[src/rtl/mcp_snake_ctrl.sv]
// Launch/capture sequencer for a register -> 3-stage AND chain -> register multicycle path.
// One transaction in flight: launch regs are held stable until the result is captured and handed off.
module mcp_snake_ctrl #(
  parameter int unsigned WIDTH      = 8,
  parameter int unsigned MCP_CYCLES = 2
) (
  input  logic             clk,
  input  logic             rst,
  input  logic             in_valid,
  output logic             in_ready,
  input  logic [WIDTH-1:0] in_a,
  input  logic [WIDTH-1:0] in_b,
  input  logic [WIDTH-1:0] in_c,
  input  logic [WIDTH-1:0] in_d,
  output logic             out_valid,
  input  logic             out_ready,
  output logic [WIDTH-1:0] out_data,
  output logic             busy
);

  localparam int unsigned CW = ($clog2(MCP_CYCLES + 1) < 1) ? 1 : $clog2(MCP_CYCLES + 1);
  localparam logic [CW-1:0] CntInit = CW'(MCP_CYCLES - 1);

  typedef enum logic [1:0] {
    StIdle,
    StWait,
    StHold
  } state_e;

  state_e           state;
  logic [WIDTH-1:0] la, lb, lc, ld;
  logic [WIDTH-1:0] s1, s2, s3;
  logic [CW-1:0]    cnt;

  // The multicycle chain: only valid to sample MCP_CYCLES clocks after la..ld last changed.
  assign s1 = la & lb;
  assign s2 = s1 & lc;
  assign s3 = s2 & ld;

  always_ff @(posedge clk or posedge rst) begin
    if (rst) begin
      state     <= StIdle;
      la        <= '0;
      lb        <= '0;
      lc        <= '0;
      ld        <= '0;
      cnt       <= '0;
      out_data  <= '0;
      out_valid <= 1'b0;
      in_ready  <= 1'b1;
      busy      <= 1'b0;
    end else begin
      unique case (state)
        StIdle: begin
          if (in_valid) begin
            la       <= in_a;
            lb       <= in_b;
            lc       <= in_c;
            ld       <= in_d;
            cnt      <= CntInit;
            in_ready <= 1'b0;
            busy     <= 1'b1;
            state    <= StWait;
          end
        end
        StWait: begin
          if (cnt != '0) begin
            cnt <= cnt - 1'b1;
          end else begin
            out_data  <= s3;
            out_valid <= 1'b1;
            state     <= StHold;
          end
        end
        StHold: begin
          // A pending in_valid is deliberately not accepted here; it is taken in IDLE next clock.
          if (out_ready) begin
            out_valid <= 1'b0;
            in_ready  <= 1'b1;
            busy      <= 1'b0;
            state     <= StIdle;
          end
        end
        default: begin
          out_valid <= 1'b0;
          in_ready  <= 1'b1;
          busy      <= 1'b0;
          state     <= StIdle;
        end
      endcase
    end
  end

endmodule

[config.mk]
export PLATFORM = sky130hd
export DESIGN_NAME = mcp_snake_ctrl
export DESIGN_NICKNAME = d
export VERILOG_FILES = /design/src/rtl/mcp_snake_ctrl.sv
export SDC_FILE = /design/constraint.sdc
export NUM_CORES = 1
export LEC_CHECK = 0
export CAP_MARGIN = 20
export CORE_ASPECT_RATIO = 2
export CORE_MARGIN = 2
export CORE_UTILIZATION = 35
export DETAILED_ROUTE_END_ITERATION = 10
export PLACE_DENSITY = 0.64
export REMOVE_ABC_BUFFERS = 1
export SYNTH_ARGS = -nofsm -noshare
export SYNTH_HDL_FRONTEND = slang
export SYNTH_SLANG_ARGS = --single-unit
[constraint.sdc]
create_clock -name clk -period 3.9 [get_ports clk]
set_input_delay 1.17 -clock clk [delete_from_list [all_inputs] [get_ports clk]]
set_output_delay 1.17 -clock clk [all_outputs]
set_load 0.005 [all_outputs]
# [After elaboration in Yosys (flattened, before gate mapping)]
# Index checks and enable logic that the tools add are counted.
[word_totals] ff_bits=47 word_cells=46 input_bits=36 out_inout_bits=11
[classes] eq_ne=6 n_reduce_logical=9 add_sub_neg=1 n_bitwise=6 muxes=14
[ops] op="bitwise AND 8 bit" n=3
[ops] op="AND reduction 3 bit" n=4
[ops] op="one-hot mux 1 bit (3 select lines)" n=3
[ops] op="two-way mux 2 bit" n=4
[ops] op="inequality test 2 bit, second input constant" n=4
[ops] op="one-hot mux 2 bit (3 select lines)" n=1
[ops] op="two-way mux 1 bit" n=5
[ops] op="one-hot mux 2 bit (2 select lines)" n=1
[ops] op="AND reduction 2 bit" n=2
[ops] op="nonzero test 2 bit" n=2
[ops] op="inverter 1 bit" n=3
[ops] op="== test 2 x 1 -> 1 bit, second input constant" n=1
[ops] op="== test 2 bit, second input constant" n=1
[ops] op="logical NOT 2 bit" n=1
[ops] op="subtractor 2 x 1 -> 2 bit, second input constant" n=1

# [Longest topological paths before layout]
# Gate-level depths: netlist (run 1).
[depth] word_depth=3 mapped_depth=6 mapped_depth_nobuf=5

# [Worst setup path after synthesis (run 1)]
# Ideal clock, no wire load.
[synth_path] path_type="input port to flip-flop" startpoint="input port in_valid" endpoint="register la[0]" arrival_time_ps=1993 setup_ps=125 path_slack_ps=1781 required_time_ps=3775 path_buffers=2 stages=5 path_cell_list="nor2b_4 nor2b_4 buf_6 buf_12 mux2_4"
[synth_via] elab_chain_len=1
[synth_lines] item="start: declaration" line_no="9" source="input logic in_valid,"
[synth_lines] item="AND reduction 2 bit (no line)"
[synth_lines] item="end signal: assignment" line_no="56" source="la <= in_a;"
[synth_lines] item="end: declaration" line_no="31" source="logic [WIDTH-1:0] la, lb, lc, ld;"
# Every way passes these cells.
# A chain may end at the register's enable or synchronous reset.

# [Worst setup path after layout (run 1)]
[layout_path] startpoint="input port in_valid" endpoint="register ld[0]"
[layout_via] elab_chain_len=1
[layout_lines] item="AND reduction 2 bit (no line)"
[layout_lines] item="end signal: assignment" line_no="59" source="ld <= in_d;"
[layout_lines] item="end: declaration" line_no="31"
# Every way passes these cells.

==> results of run 1 <==
## synth_stat cells
library cell and n:
o21bai_1 1, buf_2 2, o22a_1 1, nand3b_1 1
a21oi_1 4, nor2b_4 2, mux2_2 2, inv_1 5
o22ai_1 1, or2b_1 1, dfstp_2 1, ha_1 1
o311ai_0 1, nand2_1 12, buf_6 2, dfrtp_1 46
o21ai_0 10, buf_12 3, nand2b_1 2, nand4_1 8
o32ai_1 1, nor2_1 3, nand3_1 1, mux2_4 30
## through the flow
step | utilization [%] | cell area (um2) | setup slack (ns) | total power [W] | hold slack (ns)
5_1_grt | 47.3 | 2700 | 0.978 | 0.00232 | 0.523
3_5_place_dp | 44.0 | 2510 | 0.766 | 0.00165 | 0.481
4_1_cts | 47.3 | 2700 | 1.02 | 0.00221 | 0.496
6_report | 47.3 | 2700 | 1.05 | 0.00219 | 0.491
3_3_place_gp | 44.0 | 2510 | 0.792 | 0.00163 | 0.474
2_1_floorplan | - | 1960 | 1.25 | 0.00138 | 0.473
## power by group through the flow
stage	Combinational, W	Clock (W)	Sequential, W
after detailed placement	0.000734	0	0.000920
after floorplan	0.000510	0	0.000872
after global placement	0.000710	0	0.000923
after global routing	0.000787	0.000578	0.000956
after CTS	0.000738	0.000552	0.000923
final	0.000724	0.000544	0.000921
## worst max-delay path: stages
cell	delay, ns
clkdlybuf4s50_1	0.50
nor2b_4	0.18
nor2b_4	0.50
buf_4	0.34
mux2_4	0.32
## worst max-delay path by stage
stage / startpoint / endpoint / slack, ns / cells after the start
2_1_floorplan: in_valid / lb[3]$_DFFE_PP0P_ / 1.25 / 3
3_5_place_dp: in_valid / ld[0]$_DFFE_PP0P_ / 0.77 / 5
6_report: in_valid / ld[0]$_DFFE_PP0P_ / 1.05 / 5
3_3_place_gp: in_valid / ld[2]$_DFFE_PP0P_ / 0.79 / 5
4_1_cts: in_valid / ld[0]$_DFFE_PP0P_ / 1.02 / 5
5_1_grt: in_valid / ld[0]$_DFFE_PP0P_ / 0.98 / 5
## cells by family after synthesis
group	share of synthesized area [%]
buffers and inverters	5.43
adder cells (fa/ha/maj)	0.610
flip-flops	57.4
AO/OA/AOI/OAI	5.37
multiplexers	23.1
AND/OR/NAND/NOR	8.11
## final cells by class
class,count,area share (%)
flip-flops and latches,47,43.6
clock buffers,5,4.63
well taps,61,2.82
inverters,5,0.694
multi-input cells,82,28.2
repair buffers,48,17.6
clock inverters,3,2.50
## layout by cell type, fill, tap and decap left out, drive strengths merged
cell           count
nand4              8
clkdlybuf4s50     46
nand2             12
inv                5
o21bai             1
nor2b              2
dfstp              1
dfrtp             46
o21ai             10
o22ai              1
o22a               1
o311ai             1
mux2              32
ha                 1
or2b               1
bufinv             2
o32ai              1
clkinvlp           1
nand3              1
buf                2
a21oi              4
clkbuf             5
nor2               3
nand2b             2
nand3b             1
## metal layers
layer / global-route usage, % / vias up / wire length, um / share of wire [%]
li1: - / 585 / - / -
met3: 2.76 / 8 / 130 / 3.4
met1: 14.9 / 613 / 1490 / 39
met5: 0 / - / 0 / 0
met2: 22.8 / 28 / 2120 / 55
met4: 5.58 / 0 / 86 / 2.2
## registers in the layout (all words and copies together) (netlist names)
name,cells
la,8
lb,8
lc,8
ld,8
out_data,8
cnt,2
state,2
busy,1
in_ready,1
out_valid,1
==> reports/metrics.csv, run 1 <==
stage,metric,value,unit
status,status,finished clean,
power_and_ir_drop,cell area power density,810,nW/um2
detailed_routing,vias,1234,
power_and_ir_drop,sequential share of power,42.1,%
clock_tree,cts repair resizes,0,
floorplan,Die Y,112,um
detailed_routing,Post-DRT Antenna Nets,0,
sta,Clock Skew,0.00385,ns
yosys,area of the mapped netlist,2050,um2
job,Max-Cap Viols,0,
setup_path,reg-to-reg endpoint,ld[0]$_DFFE_PP0P_,
place,routability congestion estimate from global placement,0.733,
grt,vias in the first global route,1368,
sta,final setup TNS,0,ns
place,IO Port Bufs,46,
yosys,Post-Syn Area per Cell,14.5,um2
clock_tree,CTS root buf,clkbuf_16,
clock_tree,cts hold-fix bufs,0,
power_and_ir_drop,Comb pwr share,33.1,%
yosys,Mapped Cells,141,
grt,initial antenna violation count,0,
clock_tree,"Reg clk slew, reported paths",0.06,ns
sta,Final period util,73.1,%
setup_path,Critical Path RT,4.07,ns
sta,Slew Limit Fails,0,
clock_tree,CTS max path bufs,2,
floorplan,I/O pin cnt,47,
worst_hold_path,WHS Endpoint,out_data[7]$_DFFE_PP0P_,
clock_tree,CTS tree,built,
setup_path,Crit. End Element,register,
finish,multi-input logic area,762,um2
power_and_ir_drop,Sw Ratio,27.3,%
finish,Fill cells,502,
place,detailed placement HPWL,2740,um
worst_hold_path,hold crit path type,reg2reg,
clock_tree,htree depth,2,
setup_path,type of the worst setup path,in2reg,
yosys,dominant cells by area after synthesis,"dfrtp_1 56%, mux2_4 22%, buf_12 2.9%",
finish,non-filler instance count after layout,251,
floorplan,row cnt,39,
sta,Worst-Margin Slew,0.945,ns
yosys,post-synthesis sequential area ratio,57.4,%
clock_tree,setup bufs post-CTS,0,
floorplan,core area,5710,um2
setup_path,Startpoint Class,input port,
yosys,Yosys cell types,24,
detailed_routing,# DRC,0,
detailed_routing,1st-pass router iterations,3,
floorplan,Die Footprint,6520,um2
setup_path,R2R cell count,4,
finish,nets,226,
detailed_routing,initial DRC count,16,
setup_path,reg2reg start,state[1]$_DFFE_PP0P_,
setup_path,r2r setup slk,1.95,ns
sta,"Setup violations, final",0,
worst_hold_path,Worst Hold Depth,2,
grt,largest net degree at the start of global routing,48,
finish,number of diodes,0,
yosys,cell taking the most area after synthesis,dfrtp_1,
floorplan,Die W,58.1,um
place,placed cell count,243,
clock_tree,CTS Buf Count,5,
detailed_routing,DRT Wirelength,3830,um
sta,Slew HR,36.9,%
setup_path,crit-path max FO,15,
yosys,Yosys top cell area share,56.1,%
finish,ratio of cells with drive above 1 in the final layout,24.2,%
clock_tree,clk_lat worst skew,0.28,ns
setup_path,Crit path arrival time,3.02,ns
grt,global route overflow,0,
yosys,synth warn,0,
sta,RSZ-0062 raised after global routing,false,
grt,gr usage total,13.1,%
yosys,#FFs+latches synth,47,
power_and_ir_drop,net switching power,0.000598,W
power_and_ir_drop,Clk pwr share,24.9,%
worst_hold_path,worst hold start,out_data[7]$_DFFE_PP0P_,
sta,fmax,351,MHz
detailed_routing,Routed wire per std cell,15.2,um
power_and_ir_drop,Internal,0.00159,W
finish,register area,1180,um2
sta,final hold violations,0,
finish,Area Growth Syn to Fin,31.8,%
grt,first-pass GRT wire length,6420,um
floorplan,Starting Density,35.9,%
detailed_routing,number of vias per cell,4.92,
sta,Final Critical Period,2.85,ns
power_and_ir_drop,P_leak,1.18,nW
clock_tree,clock sink total,47,
power_and_ir_drop,VDD IR-drop max,0.000542,V
Power figures use the tool's default switching activity.
==> run 2, diff against run 1 <==
Clock period 3.9 ns to 2.9 ns, I/O delays scaled along.
==> run 2 against run 1 <==
Routed wire length is 2.7% lower. Global-route usage is 0.082 points lower. Total power is 26% higher. Clock skew is 0.00073 ns higher. Largest cell class unchanged. First-iteration DRC count is 19% higher. Worst hold slack worse by 0.012 ns. Final area is 0.88% lower. Sequential share of layout area is 0.39 points higher. Die area stayed put. Sequential power is 32% higher. Setup slack worse by 0.44 ns.
==> reports/metrics.csv, run 2 (synthesis results as in run 1) <==
stage,metric,value,unit
status,status,finished clean,
sta,Slew HR,57.3,%
setup_path,CP max stage delay,0.50,ns
floorplan,core area,5710,um2
clock_tree,cts repair resizes,0,
setup_path,type of the worst setup path,in2reg,
floorplan,Die W,58.1,um
grt,gr usage total,13.0,%
clock_tree,htree depth,2,
place,routability congestion estimate from global placement,0.692,
sta,"Setup violations, final",0,
job,Max-Cap Viols,0,
setup_path,crit-path max FO,22,
power_and_ir_drop,Clk pwr share,19.7,%
detailed_routing,initial DRC count,19,
detailed_routing,vias,1221,
clock_tree,"Reg clk slew, reported paths",0.06,ns
place,placed inst area,2540,um2
clock_tree,setup bufs post-CTS,0,
finish,number of diodes,0,
grt,first-pass GRT wire length,6310,um
finish,ratio of cells with drive above 1 in the final layout,23.0,%
detailed_routing,Post-DRT Antenna Nets,0,
grt,largest net degree at the start of global routing,29,
power_and_ir_drop,Comb pwr share,35.8,%
power_and_ir_drop,Sw Ratio,28.1,%
sta,Final period util,78.9,%
setup_path,Startpoint Class,input port,
sta,Worst-Margin Slew,0.638,ns
sta,Clock Skew,0.00458,ns
finish,post-route cell area,2680,um2
setup_path,Crit. End Element,register,
setup_path,r2r setup slk,1.19,ns
power_and_ir_drop,VDD IR-drop max,0.000572,V
sta,Slew Limit Fails,0,
floorplan,I/O pin cnt,47,
floorplan,Starting Density,35.9,%
sta,final setup TNS,0,ns
clock_tree,cts hold-fix bufs,0,
finish,most frequent cells in the layout,"46 x dfrtp_1, 46 x clkdlybuf4s50_1, 30 x mux2_4",
setup_path,most used cell along the critical path,nor2b_4,
detailed_routing,Routed wire per std cell,14.8,um
clock_tree,clock sink total,47,
detailed_routing,number of vias per cell,4.85,
setup_path,crit-path cells,clkdlybuf4s50_1 > nor2b_4 > nor2b_4 > buf_12 > mux2_2,
clock_tree,CTS max path bufs,2,
detailed_routing,1st-pass router iterations,2,
power_and_ir_drop,net switching power,0.000774,W
sta,RSZ-0062 raised after global routing,false,
worst_hold_path,Worst Hold Depth,2,
floorplan,Die Footprint,6520,um2
finish,nets,227,
sta,final hold violations,0,
floorplan,row cnt,39,
grt,global route overflow,0,
place,IO Port Bufs,46,
setup_path,Crit path arrival time,2.46,ns
setup_path,R2R cell count,4,
sta,fmax,437,MHz
sta,Final Critical Period,2.29,ns
floorplan,Die Y,112,um
clock_tree,CTS root buf,clkbuf_16,
detailed_routing,DRT Wirelength,3720,um
place,detailed placement HPWL,2750,um
power_and_ir_drop,P_leak,1.17,nW
setup_path,CP max-delay cell,clkdlybuf4s50_1,
clock_tree,CTS tree,built,
grt,initial antenna violation count,0,
clock_tree,clk_lat worst skew,0.28,ns
worst_hold_path,hold crit path type,reg2reg,
power_and_ir_drop,cell area power density,1030,nW/um2
power_and_ir_drop,sequential share of power,44.4,%
detailed_routing,# DRC,0,
power_and_ir_drop,Internal,0.00198,W
grt,vias in the first global route,1322,
clock_tree,CTS Buf Count,5,
finish,Area Growth Syn to Fin,30.6,%
setup_path,Critical Path RT,3.07,ns
run 2: layout make-up:
class,instances,area (um2)
Fill cell,503,3030
Clock buffer,8,136
Multi-Input combinational cell,82,762
Sequential cell,47,1180
Tap cell,61,76.3
Inverter,5,18.8
Timing Repair Buffer,49,508
run 2: worst max-delay path, delay by kind of cell:
| family | cells | cell delay [ns] |
|---|---|---|
| buffers and inverters | 2 | 0.74 |
| and+or+nand+nor | 2 | 0.49 |
| muxes | 1 | 0.35 |
run 2: per-layer routing:
layer	share of wire [%]	track usage [%]	up-vias	wire length, um
li1	-	-	590	-
met1	43	15.7	599	1600
met2	51	21.1	26	1910
met3	3.4	3.57	6	127
met4	2.3	6.05	0	85
met5	0	0	-	0
run 2: path summary, 6_finish.rpt:
path	startpoint	to
max in group asynchronous	rst	out_data[0]$_DFFE_PP0P_
setup / recovery	in_valid	lb[4]$_DFFE_PP0P_
hold reg to reg	out_data[4]$_DFFE_PP0P_	out_data[4]$_DFFE_PP0P_
hold / removal	out_data[4]$_DFFE_PP0P_	out_data[4]$_DFFE_PP0P_
min in group asynchronous	rst	la[6]$_DFFE_PP0P_
setup reg to reg	state[1]$_DFFE_PP0P_	lb[4]$_DFFE_PP0P_
run 2: power groups by stage:
| stage | clock [W] | combinational [W] | sequential [W] |
|---|---|---|---|
| 6_report | 0.000543 | 0.000988 | 0.00122 |
| 5_1_grt | 0.000597 | 0.00107 | 0.00126 |
| 4_1_cts | 0.000565 | 0.00100 | 0.00123 |
| 3_5_place_dp | 0 | 0.00101 | 0.00123 |
| 3_3_place_gp | 0 | 0.000983 | 0.00123 |
| 2_1_floorplan | 0 | 0.000686 | 0.00117 |
run 2: through the flow:
stage	setup WS [ns]	util [%]	hold slack [ns]	power, W	instances
after floorplan	0.552	-	0.473	0.00186	134
after global placement	0.327	44.5	0.468	0.00221	244
after detailed placement	0.314	44.5	0.475	0.00223	244
after CTS	0.608	46.9	0.487	0.00279	252
after global routing	0.518	46.9	0.506	0.00294	252
final	0.611	46.9	0.479	0.00276	252
